### src/rtl/uart_block_tx_if.sv
// uart_block_tx_if: block handshake, TX FIFO write port and status of the block serializer.
interface uart_block_tx_if #(
    parameter int NUM_BYTES = 64,
    parameter int CNT_W = 7
);
    logic [NUM_BYTES*8-1:0] blk_data;
    logic blk_valid;
    logic blk_ready;
    logic tx_full;
    logic tx_wr;
    logic [7:0] tx_wr_data;
    logic busy;
    logic done;
    logic [CNT_W-1:0] byte_cnt;

    modport slave (
        input blk_data, blk_valid, tx_full,
        output blk_ready, tx_wr, tx_wr_data, busy, done, byte_cnt
    );

    modport master (
        output blk_data, blk_valid, tx_full,
        input blk_ready, tx_wr, tx_wr_data, busy, done, byte_cnt
    );
endinterface

### src/rtl/uart_block_tx.sv
// uart_block_tx: writes a NUM_BYTES block into the UART TX FIFO, one byte per non-full cycle, then pulses done.
// Define UART_BLOCK_TX_CRLF_EN to append 0x0D 0x0A after every block.
module uart_block_tx #(
    parameter int NUM_BYTES = 64,
    parameter int CNT_W = 7
) (
    input logic clk_100MHz,
    input logic reset,
    uart_block_tx_if.slave bus
);
`ifdef UART_BLOCK_TX_CRLF_EN
    typedef enum logic [1:0] {IDLE, SEND, TERM, DONE} state_t;
    localparam logic [CNT_W-1:0] CR_IDX = CNT_W'(NUM_BYTES);
    localparam logic [CNT_W-1:0] LF_IDX = CNT_W'(NUM_BYTES + 1);
`else
    typedef enum logic [1:0] {IDLE, SEND, DONE} state_t;
`endif
    localparam logic [CNT_W-1:0] LAST_IDX = CNT_W'(NUM_BYTES - 1);

    state_t r_state, w_next;
    logic [NUM_BYTES*8-1:0] r_shift;
    logic [CNT_W-1:0] r_cnt;
    logic w_accept, w_wr;

    always_ff @(posedge clk_100MHz or posedge reset) begin
        if (reset) begin
            r_state <= IDLE;
            r_shift <= '0;
            r_cnt <= '0;
        end else begin
            r_state <= w_next;
            if (w_accept) begin
                r_shift <= bus.blk_data;
                r_cnt <= '0;
            end else if (w_wr) begin
                r_shift <= r_shift << 8;
                r_cnt <= r_cnt + 1'b1;
            end
        end
    end

    always_comb begin
        w_next = r_state;
        w_accept = 1'b0;
        w_wr = 1'b0;
        case (r_state)
            IDLE: begin
                w_accept = bus.blk_valid;
                w_next = bus.blk_valid ? SEND : IDLE;
            end
`ifdef UART_BLOCK_TX_CRLF_EN
            SEND: begin
                w_wr = !bus.tx_full;
                w_next = (w_wr && r_cnt == LAST_IDX) ? TERM : SEND;
            end
            TERM: begin
                w_wr = !bus.tx_full;
                w_next = (w_wr && r_cnt == LF_IDX) ? DONE : TERM;
            end
`else
            SEND: begin
                w_wr = !bus.tx_full;
                w_next = (w_wr && r_cnt == LAST_IDX) ? DONE : SEND;
            end
`endif
            DONE: w_next = IDLE;
            default: w_next = IDLE;
        endcase
    end

    // The shift register is emptied by the time TERM runs, so the terminator bytes are muxed in from the count.
`ifdef UART_BLOCK_TX_CRLF_EN
    assign bus.tx_wr_data = (r_state == TERM) ? ((r_cnt == CR_IDX) ? 8'h0D : 8'h0A)
                                              : r_shift[NUM_BYTES*8-1 -: 8];
`else
    assign bus.tx_wr_data = r_shift[NUM_BYTES*8-1 -: 8];
`endif
    assign bus.tx_wr = w_wr;
    assign bus.blk_ready = (r_state == IDLE);
    assign bus.busy = (r_state != IDLE);
    assign bus.done = (r_state == DONE);
    assign bus.byte_cnt = r_cnt;
endmodule
### src/flat_wrapper.sv
// flat-port wrapper written by rule: the top's interface ports become plain ports
module uart_block_tx_flat 
#(
    parameter int NUM_BYTES = 64,
    parameter int CNT_W = 7
)
  (clk_100MHz, reset, bus_blk_data, bus_blk_valid, bus_tx_full, bus_blk_ready, bus_tx_wr, bus_tx_wr_data, bus_busy, bus_done, bus_byte_cnt);
  uart_block_tx_if #(.NUM_BYTES(NUM_BYTES), .CNT_W(CNT_W)) bus_i ();
  input logic clk_100MHz;
  input logic reset;
  input wire logic [$bits(bus_i.blk_data)-1:0] bus_blk_data;
  input wire logic [$bits(bus_i.blk_valid)-1:0] bus_blk_valid;
  input wire logic [$bits(bus_i.tx_full)-1:0] bus_tx_full;
  output wire logic [$bits(bus_i.blk_ready)-1:0] bus_blk_ready;
  output wire logic [$bits(bus_i.tx_wr)-1:0] bus_tx_wr;
  output wire logic [$bits(bus_i.tx_wr_data)-1:0] bus_tx_wr_data;
  output wire logic [$bits(bus_i.busy)-1:0] bus_busy;
  output wire logic [$bits(bus_i.done)-1:0] bus_done;
  output wire logic [$bits(bus_i.byte_cnt)-1:0] bus_byte_cnt;
  assign bus_i.blk_data = bus_blk_data;
  assign bus_i.blk_valid = bus_blk_valid;
  assign bus_i.tx_full = bus_tx_full;
  assign bus_blk_ready = bus_i.blk_ready;
  assign bus_tx_wr = bus_i.tx_wr;
  assign bus_tx_wr_data = bus_i.tx_wr_data;
  assign bus_busy = bus_i.busy;
  assign bus_done = bus_i.done;
  assign bus_byte_cnt = bus_i.byte_cnt;
  uart_block_tx #(.NUM_BYTES(NUM_BYTES), .CNT_W(CNT_W)) u_core (.clk_100MHz(clk_100MHz), .reset(reset), .bus(bus_i));
endmodule
### config.mk
export PLATFORM = sky130hd
export DESIGN_NAME = uart_block_tx_flat
export DESIGN_NICKNAME = d
export VERILOG_FILES = /design/src/rtl/uart_block_tx_if.sv /design/src/rtl/uart_block_tx.sv /design/src/flat_wrapper.sv
export SDC_FILE = /design/constraint.sdc
export NUM_CORES = 1
export LEC_CHECK = 0
export CAP_MARGIN = 10
export CORE_UTILIZATION = 55
export CTS_CLUSTER_DIAMETER = 120
export DETAILED_ROUTE_END_ITERATION = 8
export GPL_TIMING_DRIVEN = 0
export PLACE_DENSITY = 0.88
export SLEW_MARGIN = 20
export SYNTH_ARGS = -nofsm -noshare
export SYNTH_HDL_FRONTEND = slang
export SYNTH_SLANG_ARGS = --single-unit
export TNS_END_PERCENT = 10
### constraint.sdc
create_clock -name clk_100MHz -period 39.1 [get_ports clk_100MHz]
set_clock_uncertainty 0.2 [all_clocks]
set_input_delay 7.82 -clock clk_100MHz [delete_from_list [all_inputs] [get_ports clk_100MHz]]
set_output_delay 7.82 -clock clk_100MHz [all_outputs]
set_load 0.1 [all_outputs]
==> reports/metrics.cfg, run 1 <==
[synthesis]
ys_top_cells_by_area=dfrtp_1, nand2_1, a31oi_1, nor2_1, clkbuf_1
ys_types=35
synthXorXnorAreaFrac=0
syn-num-nets=3327
synth_top_family_by_area=simple AND/OR/NAND/NOR gates
synth_compound_area_frac=0.1414
synth_top_cell_by_area=dfrtp_1
synthAdderAreaFrac=0.0005348
syn_area_um2=23390
ys_seq_area_frac=0.5573
avgSynthCellArea_um2=8.325
synth.top_cell.area_share=0.5573
syn_inst=2810
synth_simple_gate_area_frac=0.2468
ys_ff_latch=521
yosysWarnings=0
synthMuxAreaShare=0.0004279

[placement]
dpl_cell_area_um2=29560
hpwlAfterDp_mm=57.38
gp_congestion=0.9304
place_ws_ns=20.60
portBuffers=534
place_inst=3888

[setup_path]
worstPathArrival_ns=10.48
worstPathMaxFanout=10
end_kind=output port
path_class=in2out
reg2reg_depth=7
crit_end=bus_tx_wr
cp-startpoint=bus_tx_full
r2r-end=u_core.r_shift[503]
cp_slowest_cell=clkdlybuf4s50_1
worst-r2r-setup-slack_ns=36.47
cp_slowest_stage_delay_ns=1.17
r2r-start=u_core.r_state[0]
cp_cell_sequence=clkdlybuf4s50_1, or3b_1, buf_2, inv_2, buf_4, buf_2, clkdlybuf4s50_1
required_ns=31.08
start_kind=input port

[timing]
hold_violations=0
fin_crit_ns=18.50
worst_pin_slew_ns=1.097
maxSlewHeadroom=0.2664
finalWorstSetupSlack_ns=20.60
fmax_mhz=54.06
setup_viol=0
finalMaxSlewViolations=0
rsz0062_at_grt=false
tns_ns=0
worst_hold_slack_ns=0.2981
post-route-period-util=0.4731

[final_layout]
area_delta_synth_final_pct=34.33
finalNonFillerCells=4010
utilization=0.7491
drive_gt1_frac=0.04852
fin_nets=3922
final_area_um2=31420
final.fill_count=2940

[clock_network]
ctsResizeCount=0
cts-root-buf=clkbuf_16
cts_hold_buf=0
htreeDepth=2
clkSinkCount=521
clockBufferDepth=3
insertion_delay_ns=0.60
cts_tree=built
clk_pin_slew_ns=0.06
cts_setup_buffers=0
cts_inserted_buffers=54

[routing]
via_per_inst=5.820
wl_per_cell_um=19.57
drt-initial-drc-count=2189
drt_wl_total_mm=78.48
drc=0
antenna_left=0
dr.pass1.iters=6
vias=23340

[outcome]
status=finished, final reports clean

[pwr]
power_density_nw_per_um2=46.39
leakagePower_nw=13.82
report.power.total_mw=1.458
ir_worst_vdd_v=0.00003049

[global_route]
grt_antenna_before_repair=43
grt_pass1_vias=23610
grt_usage=0.3606
grt_pass1_wl_mm=122.5
grt_max_degree=109
overflow=0

[floorplan]
die_x_um=208.2
io_pins=535
placementRows=75
dieArea_um2=43360
fp.dieH_um=208.2
initial_core_util=0.5577
core_area_um2=41950

[hold_path]
hold_path.class=reg2reg
holdCritStartpoint=u_core.r_shift[1]

[run]
maxCapViolations=0

==> report_power, final <==
part           switching [mW]  leakage (nW)  internal (mW)
registers              0.0535          7.05          0.624
clock network           0.213         0.880          0.311
logic                   0.139          5.89          0.117
total                   0.406          13.8           1.05
==> layout by cell type (no fill, tap or decap), drive strengths merged <==
cell type,count
a21oi,3
a22o,9
a22oi,9
a31oi,495
buf,85
bufinv,4
clkbuf,235
clkdlybuf4s50,534
clkinv,7
clkinvlp,2
dfrtp,521
diode,29
ha,1
inv,4
mux2i,1
nand2,1002
nand2b,1
nand3,11
nand4,1
nand4b,1
nor2,498
nor2b,1
nor3,2
nor3b,1
o211ai,1
o21ai,5
o311ai,1
o31ai,1
or2,1
or3,2
or3b,2
or4,1
==> synthesized netlist by cell type <==
cell and count:
buf_1 3, o21ai_1 1, nand3_1 11, buf_8 20
or3b_1 1, o211ai_1 1, buf_2 45, clkbuf_1 155
o21ai_0 4, nor2b_1 1, o31ai_1 1, o311ai_0 1
or3b_2 1, nor2_1 498, or2_2 1, nand4b_1 1
nand2_1 1002, buf_12 2, buf_4 9, a22oi_1 9
nor3_1 2, inv_1 3, nand4_1 1, a22o_1 9
a21oi_1 3, a31oi_1 495, dfrtp_1 521, mux2i_1 1
buf_6 1, or4_1 1, inv_2 1, nand2b_1 1
nor3b_1 1, ha_1 1, or3_1 2
==> area by class of cell <==
class / instances / area, um2 / share of cell area
Timing Repair Buffer: 539 / 5483 / 0.1745
Buffer: 235 / 1237 / 0.03938
Tap cell: 539 / 674.4 / 0.02146
Sequential cell: 521 / 13040 / 0.4149
Clock buffer: 80 / 1623 / 0.05164
Antenna cell: 29 / 72.57 / 0.002309
Multi-Input combinational cell: 2050 / 9104 / 0.2897
Inverter: 4 / 22.52 / 0.0007167
Clock inverter: 13 / 170.2 / 0.005415
==> flip-flops by register name (all words and copies together), names as in the netlist <==
name                 flops
u_core.r_state           2
u_core.bus.byte_cnt      7
u_core.r_shift         512
==> kinds of logic (layout without fill, tap and decap cells) <==
kind of cell | Yosys count | count (layout)
buffers and inverters | 239 | 871
adder cells (fa/ha/maj) | 1 | 1
flip-flops | 521 | 521
multiplexers | 1 | 1
AO/OA/AOI/OAI | 524 | 524
AND/OR/NAND/NOR | 1524 | 1524
other | 0 | 29
==> layer usage <==
| layer | wire length [um] | GRT usage | up-vias |
|---|---|---|---|
| li1 | - | - | 10610 |
| met1 | 29270 | 0.4330 | 11210 |
| met2 | 37010 | 0.5815 | 1201 |
| met3 | 7402 | 0.1032 | 286 |
| met4 | 4566 | 0.2100 | 34 |
| met5 | 224 | 0 | - |
==> worst min-delay path by stage <==
stage	depth (start not counted)	to	slack, ns
2_1_floorplan	1	u_core.r_shift[0]	0.27
3_3_place_gp	2	u_core.r_shift[233]	0.28
3_5_place_dp	1	u_core.r_shift[6]	0.28
4_1_cts	2	u_core.r_shift[231]	0.30
5_1_grt	2	u_core.r_shift[231]	0.31
6_report	1	u_core.r_shift[1]	0.30
==> critical path, delay by kind of cell <==
| kind | cells | cell delay [ns] |
|---|---|---|
| simple gates | 1 | 0.34 |
| buf+inv | 6 | 2.29 |
(Power assumes the default switching activity.)
==> run 2: changes to the inputs <==
--- a/config.mk
+++ b/config.mk
@@ -6,11 +6,11 @@
 export NUM_CORES = 1
 export LEC_CHECK = 0
 export CAP_MARGIN = 10
-export CORE_UTILIZATION = 55
+export CORE_UTILIZATION = 46
 export CTS_CLUSTER_DIAMETER = 120
 export DETAILED_ROUTE_END_ITERATION = 8
 export GPL_TIMING_DRIVEN = 0
-export PLACE_DENSITY = 0.88
+export PLACE_DENSITY = 0.78
 export SLEW_MARGIN = 20
 export SYNTH_ARGS = -nofsm -noshare
 export SYNTH_HDL_FRONTEND = slang
==> constraint.sdc (replaced) <==
create_clock -name clk_100MHz -period 16.66 [get_ports clk_100MHz]
set_clock_uncertainty 0.2 [all_clocks]
set_input_delay 3.332 -clock clk_100MHz [delete_from_list [all_inputs] [get_ports clk_100MHz]]
set_output_delay 3.332 -clock clk_100MHz [all_outputs]
set_load 0.1 [all_outputs]
==> run 2 against run 1 <==
Against the previous run:
- total power grew 140%
- sequential cell count is the same
- routed wire length shrank 1.7%
- largest cell class unchanged
- combinational power grew 130%
- count of clock-buffer cells in the layout grew 11
- sequential power grew 130%
- final cell count grew 3.5%
- die area grew 19%
- final area grew 1.3%
- clock power grew 140%
- non-clock buffer count grew 12
==> reports/metrics.cfg, run 2 (same netlist as run 1, synthesis figures left out) <==
[final_layout]
largest_register=u_core.r_shift  ; unchanged
utilization=0.6342  ; was 0.7491
layout_commonest_cell=nand2_1  ; unchanged
final_area_um2=31820  ; was 31420 um2
final.fill_count=4106  ; was 2940
fin_nets=3935  ; was 3922
area_delta_synth_final_pct=36.02  ; was 34.33%
largest_reg_flops=512  ; unchanged
drive_gt1_frac=0.05286  ; was 0.04852
mostFrequentLayoutCells=nand2_1, clkdlybuf4s50_1, dfrtp_1  ; unchanged

[global_route]
grt_max_degree=35  ; was 109
gr-usage-met3=0.07434  ; was 0.1032
grt.busiest_layer=met2  ; unchanged
overflow=0  ; unchanged
grt_usage=0.2970  ; was 0.3606
grtUsageMet2=0.4883  ; was 0.5815
grt_antenna_before_repair=21  ; was 43
grt_pass1_wl_mm=118.6  ; was 122.5 mm
grt_pass1_vias=22430  ; was 23610
grt_use_met1=0.3681  ; was 0.4330

[outcome]
status=finished, final reports clean  ; unchanged

[setup_path]
worstPathMaxFanout=10  ; unchanged
worstPathArrival_ns=6.08  ; was 10.48 ns
r2r-start=u_core.r_state[0]  ; unchanged
required_ns=13.13  ; was 31.08 ns
r2r-end=u_core.r_shift[8]  ; was u_core.r_shift[503]
start_kind=input port  ; unchanged
worst-r2r-setup-slack_ns=14.07  ; was 36.47 ns
path_class=in2out  ; unchanged
end_kind=output port  ; unchanged
reg2reg_depth=6  ; was 7

[hold_path]
holdCritStartpoint=u_core.r_shift[227]  ; was u_core.r_shift[1]
hold_depth=2  ; was 1
hold_path_end=u_core.r_shift[235]  ; was u_core.r_shift[1]
hold_path.class=reg2reg  ; unchanged

[routing]
drt-initial-drc-count=1857  ; was 2189
drc=0  ; unchanged
drt_wl_total_mm=77.15  ; was 78.48 mm
antenna_left=0  ; unchanged
via_per_inst=5.404  ; was 5.820
vias=22420  ; was 23340
wl_per_cell_um=18.59  ; was 19.57 um
dr.pass1.iters=5  ; was 6

[clock_network]
ctsResizeCount=0  ; unchanged
cts_setup_buffers=0  ; unchanged
cts-root-buf=clkbuf_16  ; unchanged
insertion_delay_ns=0.61  ; was 0.60 ns
cts_hold_buf=0  ; unchanged
clkSinkCount=521  ; unchanged
clockBufferDepth=3  ; unchanged
cts_tree=built  ; unchanged
htreeDepth=2  ; unchanged
clk_pin_slew_ns=0.06  ; about the same
cts_inserted_buffers=55  ; was 54

[timing]
tns_ns=0  ; unchanged
maxSlewHeadroom=0.2649  ; was 0.2664
finalMaxSlewViolations=0  ; unchanged
post-route-period-util=0.5772
fin_crit_ns=9.616
setup_viol=0  ; unchanged
worst_hold_slack_ns=0.3055  ; was 0.2981 ns
worst_pin_slew_ns=1.099  ; was 1.097 ns
hold_violations=0  ; unchanged
finalWorstSetupSlack_ns=7.044  ; was 20.60 ns
rsz0062_at_grt=false  ; unchanged
fmax_mhz=104.0

[pwr]
seqPwrFrac=0.463  ; was 0.465
leakagePower_nw=13.94  ; was 13.82 nW
internal_power_mw=2.481  ; was 1.052 mW
swShare=0.2785  ; was 0.2783
comb_power_share=0.174  ; was 0.175
switchingPower_mw=0.9575  ; was 0.4056 mW
ir_worst_vdd_v=0.00008079  ; was 0.00003049 V
p_clk_frac=0.364  ; was 0.360
power_density_nw_per_um2=108.1  ; was 46.39 nW/um2

[floorplan]
fp.dieH_um=227.5  ; was 208.2 um
io_pins=535  ; unchanged
placementRows=82  ; was 75
dieArea_um2=51760  ; was 43360 um2
die_x_um=227.5  ; was 208.2 um
initial_core_util=0.4663  ; was 0.5577
core_area_um2=50170  ; was 41950 um2

[placement]
gp_congestion=0.8886  ; was 0.9304
place_ws_ns=7.033  ; was 20.60 ns
portBuffers=534  ; unchanged
hpwlAfterDp_mm=57.44  ; was 57.38 mm
dpl_cell_area_um2=29940  ; was 29560 um2

[run]
maxCapViolations=0  ; unchanged

-- run 2: cell types whose count changed in the layout (fill, tap and decap cells not counted), sizes merged --
cell / change
clkbuf: +11
bufinv: -2
inv: -1
buf: +12
diode: -14
-- run 2: cell type report --
type / count / area (um2) / share of cell area
buffer: 235 / 1237 / 0.03889
clock buffer: 91 / 1734 / 0.05450
sequential: 521 / 13040 / 0.4097
inverter: 4 / 18.77 / 0.0005898
tap: 672 / 840.8 / 0.02642
clock inverter: 10 / 110.1 / 0.003460
multi-input combinational: 2050 / 9104 / 0.2861
timing repair buffer: 551 / 5700 / 0.1791
antenna: 15 / 37.54 / 0.001180
-- run 2: power by group through the flow --
stage                     Sequential (mW)  Clock [mW]  Combinational, mW
after global routing                 1.61        1.31              0.657
after detailed placement             1.60           0              0.595
after global placement               1.60           0              0.569
final                                1.59        1.25              0.597
after CTS                            1.59        1.26              0.599
after floorplan                      1.61           0              0.319
-- run 2: how the worst max path moves through the flow --
| stage | from | slack, ns | endpoint | cells past startpoint |
|---|---|---|---|---|
| 3_5_place_dp | bus_tx_full | 7.03 | bus_tx_wr | 7 |
| 3_3_place_gp | reset | 2.69 | u_core.r_shift[90] | 2 |
| 6_report | bus_tx_full | 7.04 | bus_tx_wr | 7 |
| 4_1_cts | bus_tx_full | 7.03 | bus_tx_wr | 7 |
| 5_1_grt | bus_tx_full | 6.95 | bus_tx_wr | 7 |
| 2_1_floorplan | reset | 6.05 | u_core.bus.byte_cnt[0] | 1 |
-- run 2: through the flow --
stage | std cells | power, mW
global route | 4146 | 3.577
global placement | 4016 | 2.173
finish | 4149 | 3.438
detailed placement | 4033 | 2.200
CTS | 4134 | 3.449
floorplan | 2810 | 1.929
-- run 2: critical path, stage by stage --
cell             delay [ns]
clkdlybuf4s50_1        0.46
or3b_1                 0.35
buf_2                  0.21
inv_2                  0.12
buf_4                  0.18
buf_2                  0.24
clkdlybuf4s50_1        1.17
-- run 2: metal layers --
metal	vias to the layer above	share of wire
li1	10610	-
met1	10750	0.40
met2	874	0.48
met3	182	0.078
met4	14	0.037
met5	-	0.0013
